$ cat config.mk
export PLATFORM = sky130hd
export DESIGN_NAME = stb_gen_avg
export DESIGN_NICKNAME = d
export VERILOG_FILES = /design/src/rtl/stb_gen_avg.sv
export SDC_FILE = /design/constraint.sdc
export NUM_CORES = 1
export LEC_CHECK = 0
export CAP_MARGIN = 20
export CORE_ASPECT_RATIO = 1.2
export CORE_MARGIN = 2
export CORE_UTILIZATION = 45
export DETAILED_ROUTE_END_ITERATION = 6
export GPL_TIMING_DRIVEN = 0
export PLACE_DENSITY_LB_ADDON = 0.08
export SLEW_MARGIN = 20
export SYNTH_ARGS = -nofsm -noshare
export SYNTH_HDL_FRONTEND = slang
export SYNTH_SLANG_ARGS = --single-unit
$ cat constraint.sdc
create_clock -name clk_i -period 12.1 [get_ports clk_i]
set_input_delay 1.21 -clock clk_i [delete_from_list [all_inputs] [get_ports clk_i]]
set_output_delay 1.21 -clock clk_i [all_outputs]
set_load 0.03 [all_outputs]
$ cat src/rtl/stb_gen_avg.sv
// stb_gen_avg
//
// Strobe generator for the measure unit. After a start pulse it discards
// SKIP_EDGES rising edges of sig_i. It then averages the next 2**AVG_LOG2
// periods of sig_i, measured in clk_i cycles. From then on it free-runs a
// strobe with that averaged period P.
//
// The strobe period starts at a programmable phase offset. Each period ends
// with a runtime-selectable number of low cycles. A sticky error flag
// reports a period counter overflow.
//
// Ports:
//   clk_i          system clock, single clock domain
//   rst_i          synchronous reset, active-high, beats every other input
//   sig_i          asynchronous measured signal
//   start_i        one-cycle pulse that (re)starts a measurement
//   oe_i           strobe output enable, sampled every cycle
//   err_clr_i      clears err_o
//   hold_cycles_i  low cycles at the end of every strobe period
//   phase_i        p_cnt preload, sampled only when RUN is entered
//   rdy_o          high while not measuring (IDLE or RUN)
//   err_o          sticky period counter overflow flag
//   period_vld_o   one-cycle pulse when stb_period_o takes a new value
//   stb_period_o   averaged period P in clk_i cycles
//   stb_o          registered strobe output

module stb_gen_avg #(
    parameter int T_CNT_WIDTH = 32,
    parameter int AVG_LOG2    = 2,
    parameter int SKIP_EDGES  = 1,
    parameter int SYNC_STAGES = 2,
    parameter int HOLD_WIDTH  = 8
) (
    input  logic                   clk_i,
    input  logic                   rst_i,
    input  logic                   sig_i,
    input  logic                   start_i,
    input  logic                   oe_i,
    input  logic                   err_clr_i,
    input  logic [HOLD_WIDTH-1:0]  hold_cycles_i,
    input  logic [T_CNT_WIDTH-1:0] phase_i,
    output logic                   rdy_o,
    output logic                   err_o,
    output logic                   period_vld_o,
    output logic [T_CNT_WIDTH-1:0] stb_period_o,
    output logic                   stb_o
);

    localparam logic [1:0] ST_IDLE = 2'd0;
    localparam logic [1:0] ST_SKIP = 2'd1;
    localparam logic [1:0] ST_MEAS = 2'd2;
    localparam logic [1:0] ST_RUN  = 2'd3;

    localparam int ACC_W  = T_CNT_WIDTH + AVG_LOG2;
    localparam int AVG_N  = 1 << AVG_LOG2;
    localparam int EC_MAX = (SKIP_EDGES > AVG_N) ? SKIP_EDGES : AVG_N;
    localparam int EC_W   = $clog2(EC_MAX + 1);

    localparam logic [EC_W-1:0] SKIP_LAST = EC_W'(SKIP_EDGES - 1);
    localparam logic [EC_W-1:0] AVG_LAST  = EC_W'(AVG_N - 1);

    logic [SYNC_STAGES-1:0] sync_q;
    logic                   sync_prev_q;
    logic                   edge_q;

    logic [1:0]             state_q;
    logic [T_CNT_WIDTH-1:0] t_cnt_q;
    logic [T_CNT_WIDTH-1:0] p_cnt_q;
    logic [ACC_W-1:0]       acc_q;
    logic [EC_W-1:0]        edge_cnt_q;

    logic [ACC_W-1:0]       acc_next;
    logic [T_CNT_WIDTH-1:0] p_new;
    logic                   t_ovf;
    logic                   stb_on;

    // Synchroniser chain followed by a registered rising-edge detect.
    // An edge event appears SYNC_STAGES+1 cycles after sig_i rises.
    always_ff @(posedge clk_i) begin
        if (rst_i) begin
            sync_q      <= '0;
            sync_prev_q <= 1'b0;
            edge_q      <= 1'b0;
        end else begin
            sync_q      <= {sync_q[SYNC_STAGES-2:0], sig_i};
            sync_prev_q <= sync_q[SYNC_STAGES-1];
            edge_q      <= sync_q[SYNC_STAGES-1] & ~sync_prev_q;
        end
    end

    // The accumulator includes the period that closes on this edge.
    // That way the final average can be taken in the same cycle.
    // The strobe compare is written as p_cnt + hold < P.
    // It is evaluated one bit wider, so hold > P simply gives "off"
    // instead of wrapping around.
    always_comb begin
        acc_next = acc_q + ACC_W'(t_cnt_q) + ACC_W'(1);
        p_new    = acc_next[ACC_W-1:AVG_LOG2];
        t_ovf    = (&t_cnt_q) & ~edge_q;
        stb_on   = (({1'b0, p_cnt_q} + (T_CNT_WIDTH+1)'(hold_cycles_i))
                    < {1'b0, stb_period_o});
    end

    // Main control FSM.
    // start_i wins over any edge or overflow in the same cycle.
    // An overflow set wins over a same-cycle err_clr_i, because the
    // later non-blocking assignment takes effect.
    always_ff @(posedge clk_i) begin
        if (rst_i) begin
            state_q      <= ST_IDLE;
            t_cnt_q      <= '0;
            p_cnt_q      <= '0;
            acc_q        <= '0;
            edge_cnt_q   <= '0;
            stb_period_o <= '0;
            period_vld_o <= 1'b0;
            rdy_o        <= 1'b1;
            err_o        <= 1'b0;
            stb_o        <= 1'b0;
        end else begin
            period_vld_o <= 1'b0;
            if (err_clr_i) begin
                err_o <= 1'b0;
            end
            if (start_i) begin
                state_q    <= ST_SKIP;
                t_cnt_q    <= '0;
                acc_q      <= '0;
                edge_cnt_q <= '0;
                err_o      <= 1'b0;
                rdy_o      <= 1'b0;
                stb_o      <= 1'b0;
            end else begin
                case (state_q)
                    ST_IDLE: begin
                        stb_o <= 1'b0;
                    end
                    ST_SKIP: begin
                        stb_o <= 1'b0;
                        if (t_ovf) begin
                            err_o   <= 1'b1;
                            rdy_o   <= 1'b1;
                            state_q <= ST_IDLE;
                        end else if (edge_q && edge_cnt_q == SKIP_LAST) begin
                            t_cnt_q    <= '0;
                            edge_cnt_q <= '0;
                            state_q    <= ST_MEAS;
                        end else begin
                            if (edge_q) begin
                                edge_cnt_q <= edge_cnt_q + EC_W'(1);
                            end
                            t_cnt_q <= t_cnt_q + T_CNT_WIDTH'(1);
                        end
                    end
                    ST_MEAS: begin
                        stb_o <= 1'b0;
                        if (t_ovf) begin
                            err_o   <= 1'b1;
                            rdy_o   <= 1'b1;
                            state_q <= ST_IDLE;
                        end else if (edge_q) begin
                            acc_q      <= acc_next;
                            t_cnt_q    <= '0;
                            edge_cnt_q <= edge_cnt_q + EC_W'(1);
                            if (edge_cnt_q == AVG_LAST) begin
                                stb_period_o <= p_new;
                                period_vld_o <= 1'b1;
                                p_cnt_q      <= (phase_i < p_new) ? phase_i : '0;
                                rdy_o        <= 1'b1;
                                state_q      <= ST_RUN;
                            end
                        end else begin
                            t_cnt_q <= t_cnt_q + T_CNT_WIDTH'(1);
                        end
                    end
                    ST_RUN: begin
                        if (p_cnt_q == stb_period_o - T_CNT_WIDTH'(1)) begin
                            p_cnt_q <= '0;
                        end else begin
                            p_cnt_q <= p_cnt_q + T_CNT_WIDTH'(1);
                        end
                        stb_o <= oe_i & ~err_o & stb_on;
                    end
                    default: begin
                        state_q <= ST_IDLE;
                        stb_o   <= 1'b0;
                    end
                endcase
            end
        end
    end

endmodule

==> out/summary.txt <==
Final HPWL DP - 31.77 mm
PortBufs - 80
Largest family of logic cells by synthesized area - simple AND/OR/NAND/NOR gates
Asr flop ratio synth - 0
CTS clock-pin slew for the worst setup and hold paths - 0.06 ns
Die Footprint - 26930 sq um
Sequential-to-total area share from yosys stat - 0.2483
ANT cells - 0
Final Cycle Share - 0.5256
Hold Crit Endpoint - edge_q$_SDFF_PP0_
Status - finished with violations
FMAX - 0.1572 GHz
Synth warn - 0
Sequential share of power - 0.430
VDD IR max - 0.1049 mV
Initial DRC count - 1008
Wire length per cell - 19.95 um
Rel. slew slack - 0.3432
Clk buf depth - 2
DRC viols - 1
# rows - 64
Die width - 150.1 um
Core Box Area - 25380 sq um
Vias/cell - 5.956
Post-DP Area - 12760 sq um
RR Startpoint - t_cnt_q[0]$_SDFFE_PP0P_
Worst skew pair latency - 0.43 ns
Multiplexer share of the synthesized area - 0.003689
Worst-margin pin slew - 0.9816 ns
CTS tree - yes
Via count - 11820
RR Endpoint - p_cnt_q[2]$_SDFFE_PP0P_
Final wirelength - 39.60 mm
Sw frac - 0.2367
Clock share of power - 0.495
Switch Pwr - 0.2611 mW
DR pass1 iterations - 7
Root Driver - clkbuf_16
Initial core utilization - 0.4543
Max Fanout on Critical Path - 10
Mapped Cells - 1544
Layout Nets - 1802
Syn Nets - 1703
Routed Antenna Nets - 0
Tot GR Track Use - 0.2973
Int Pwr - 0.8422 mW
Initial antenna violation count - 0
Fraction of layout cells with a size suffix above 1 - 0.03565
Distinct cells, synth - 68
Number of synthesized flops with an enable pin - 0
GP Congestion - 0.9670
Cell Area, Synth - 11530 sq um
Violated checks - design-rule violations
Die height - 179.4 um
Area Growth Syn to Fin - 15.93%
Slew Limit Fails - 0
Adder-Cell Fraction of Synth Area - 0.1239
CTS buffer count - 17
Hold Buf Count CTS - 0
Clock skew - 0.01217 ns
Final Hold Fails - 0
Pre-CTS setup slack - 5.850 ns
Compound-Gate Fraction of Synth Area - 0.2179
Setup Viol. Count Final - 0
Post-synthesis xor/xnor area fraction - 0.09082
Power per cell area - 82.53 nW/um^2
PostCTS Resize Cnt - 0
Worst hold path depth - 1
Most common cell after layout, fill and taps aside - nand2_1
MaxCap Viol Count - 0
Post-Place Cells - 1954
Leak - 5.042 nW
Average cell area after synthesis - 7.468 sq um
Logic pwr share - 0.075
Reg2Reg Depth - 21
CTS Sinks - 143
Vias in the first global route - 11260
Predominant post-synthesis flop cell - dfxtp_1
RSZ-0062 raised after global routing - no
CP endpoint kind - flip-flop
Crit path arrival time - 6.70 ns
Hold Startpoint - sync_prev_q$_SDFF_PP0_
Tmin final - 6.360 ns
Setup ws final - 5.740 ns
R2R Setup Slk - 5.74 ns
Yosys reg bits - 143
Final Total Pwr - 1.103 mW
CP Class - reg -> reg
WP data required - 12.44 ns
Final core utilization - 0.5266
Worst min path class - reg -> reg
CP Launch Type - flip-flop
Non-filler instance count after layout - 1985
Largest net degree at the start of global routing - 17
Num ports - 82
Setup_tns - 0 ns
CTS H-tree depth - 4
First-pass GRT wire length - 61.42 mm
Simple-gate share of the synthesized area - 0.2543
Hold slack - 0.3816 ns
Total setup buffers inserted after CTS - 0
Aggregate global routing overflow - 0
Final Cell Area - 13370 sq um
Most frequent cells in the layout - 167 x nand2_1, 143 x dfxtp_1, 136 x nor2_1
critical path, cell delays in order, from the launching register on:
cell and delay [ns]:
dfxtp_1 0.35, inv_1 0.07, ha_1 0.16, inv_1 0.05, fa_1 0.40, a21oi_1 0.19, nand4b_1 0.16, a21oi_1 0.14
o21bai_1 0.40, a21oi_1 0.22, o311a_1 0.37, a2111oi_1 0.79, ha_1 0.39, a21o_1 0.18, a21oi_1 0.19, nor2b_1 0.15
o21ai_0 0.10, o31a_1 0.33, nor2_1 0.64, clkbuf_1 0.56, a32oi_1 0.20, a21oi_1 0.23
layer usage:
layer | track usage | wire length [um] | vias up
met2 | 0.5242 | 19300 | 401
met5 | 0 | 0 | -
li1 | - | - | 5778
met1 | 0.3593 | 16620 | 5537
met4 | 0.1427 | 1843 | 0
met3 | 0.03494 | 1846 | 106
power by group through the flow:
stage	clock (mW)	sequential [mW]	combinational, mW
after floorplan	0	0.485	0.0429
after global placement	0	0.485	0.0815
after detailed placement	0	0.485	0.0822
after CTS	0.554	0.474	0.0827
after global routing	0.571	0.474	0.0915
final	0.546	0.474	0.0831
worst max-delay path by stage:
stage | slack (ns) | end | start | cells after the start
6_report | 5.74 | p_cnt_q[2]$_SDFFE_PP0P_ | t_cnt_q[0]$_SDFFE_PP0P_ | 21
5_1_grt | 5.37 | p_cnt_q[19]$_SDFFE_PP0P_ | t_cnt_q[0]$_SDFFE_PP0P_ | 21
4_1_cts | 5.82 | p_cnt_q[2]$_SDFFE_PP0P_ | t_cnt_q[0]$_SDFFE_PP0P_ | 21
3_5_place_dp | 5.85 | p_cnt_q[2]$_SDFFE_PP0P_ | t_cnt_q[0]$_SDFFE_PP0P_ | 21
3_3_place_gp | 5.61 | p_cnt_q[2]$_SDFFE_PP0P_ | t_cnt_q[0]$_SDFFE_PP0P_ | 21
2_1_floorplan | 7.20 | stb_o$_SDFF_PP0_ | hold_cycles_i[0] | 23
sequential cells by signal, summed over array words and instances, names as in the netlist:
name / flops
edge_q: 1
edge_cnt_q: 3
sync_prev_q: 1
p_cnt_q: 32
period_vld_o: 1
stb_period_o: 32
state_q: 2
rdy_o: 1
stb_o: 1
acc_q: 34
sync_q: 2
err_o: 1
t_cnt_q: 32
synthesized netlist by cell type, drive strengths merged, types with 6 or more instances:
library cell,n,area share
nor4,27,0.015
and2,18,0.0098
a31oi,20,0.011
o311ai,8,0.0061
buf,12,0.0051
a21oi,111,0.048
xor2,44,0.033
inv,97,0.032
nor2b,16,0.0087
clkbuf,74,0.024
o22ai,8,0.0043
nand2b,7,0.0038
or4,13,0.0085
dfxtp,143,0.25
o21ai,56,0.024
o221ai,13,0.0099
o21bai,6,0.0039
nand2,167,0.054
nor3,43,0.019
o21a,9,0.0059
a32oi,7,0.0053
xnor2,73,0.055
a22oi,20,0.013
and4,6,0.0046
o31ai,7,0.0046
and3,15,0.0081
or2,12,0.0065
o2bb2ai,6,0.0046
or3,11,0.0060
o211ai,7,0.0046
nand3,75,0.033
a211oi,22,0.014
a21o,40,0.026
nor2,136,0.044
nand4,40,0.022
ha,111,0.12
logic make-up (layout without fill, tap and decap cells):
family / Yosys count / in the layout
multiplexers: 4 / 4
adder cells (fa/ha/maj): 113 / 113
AO/OA/AOI/OAI: 381 / 381
flip-flops: 143 / 143
buffers and inverters: 184 / 295
XOR/XNOR: 118 / 118
AND/OR/NAND/NOR: 601 / 601
layout make-up:
cell class,instances,area (sq um)
fill,2551,12020
multi-input combinational,1217,7990
sequential,143,2863
timing repair buffer,80,800.8
clock buffer,27,523.0
tap,330,412.9
inverter,98,367.9
buffer,86,336.6
clock inverter,4,73.82
Power figures use the tool's default switching activity.
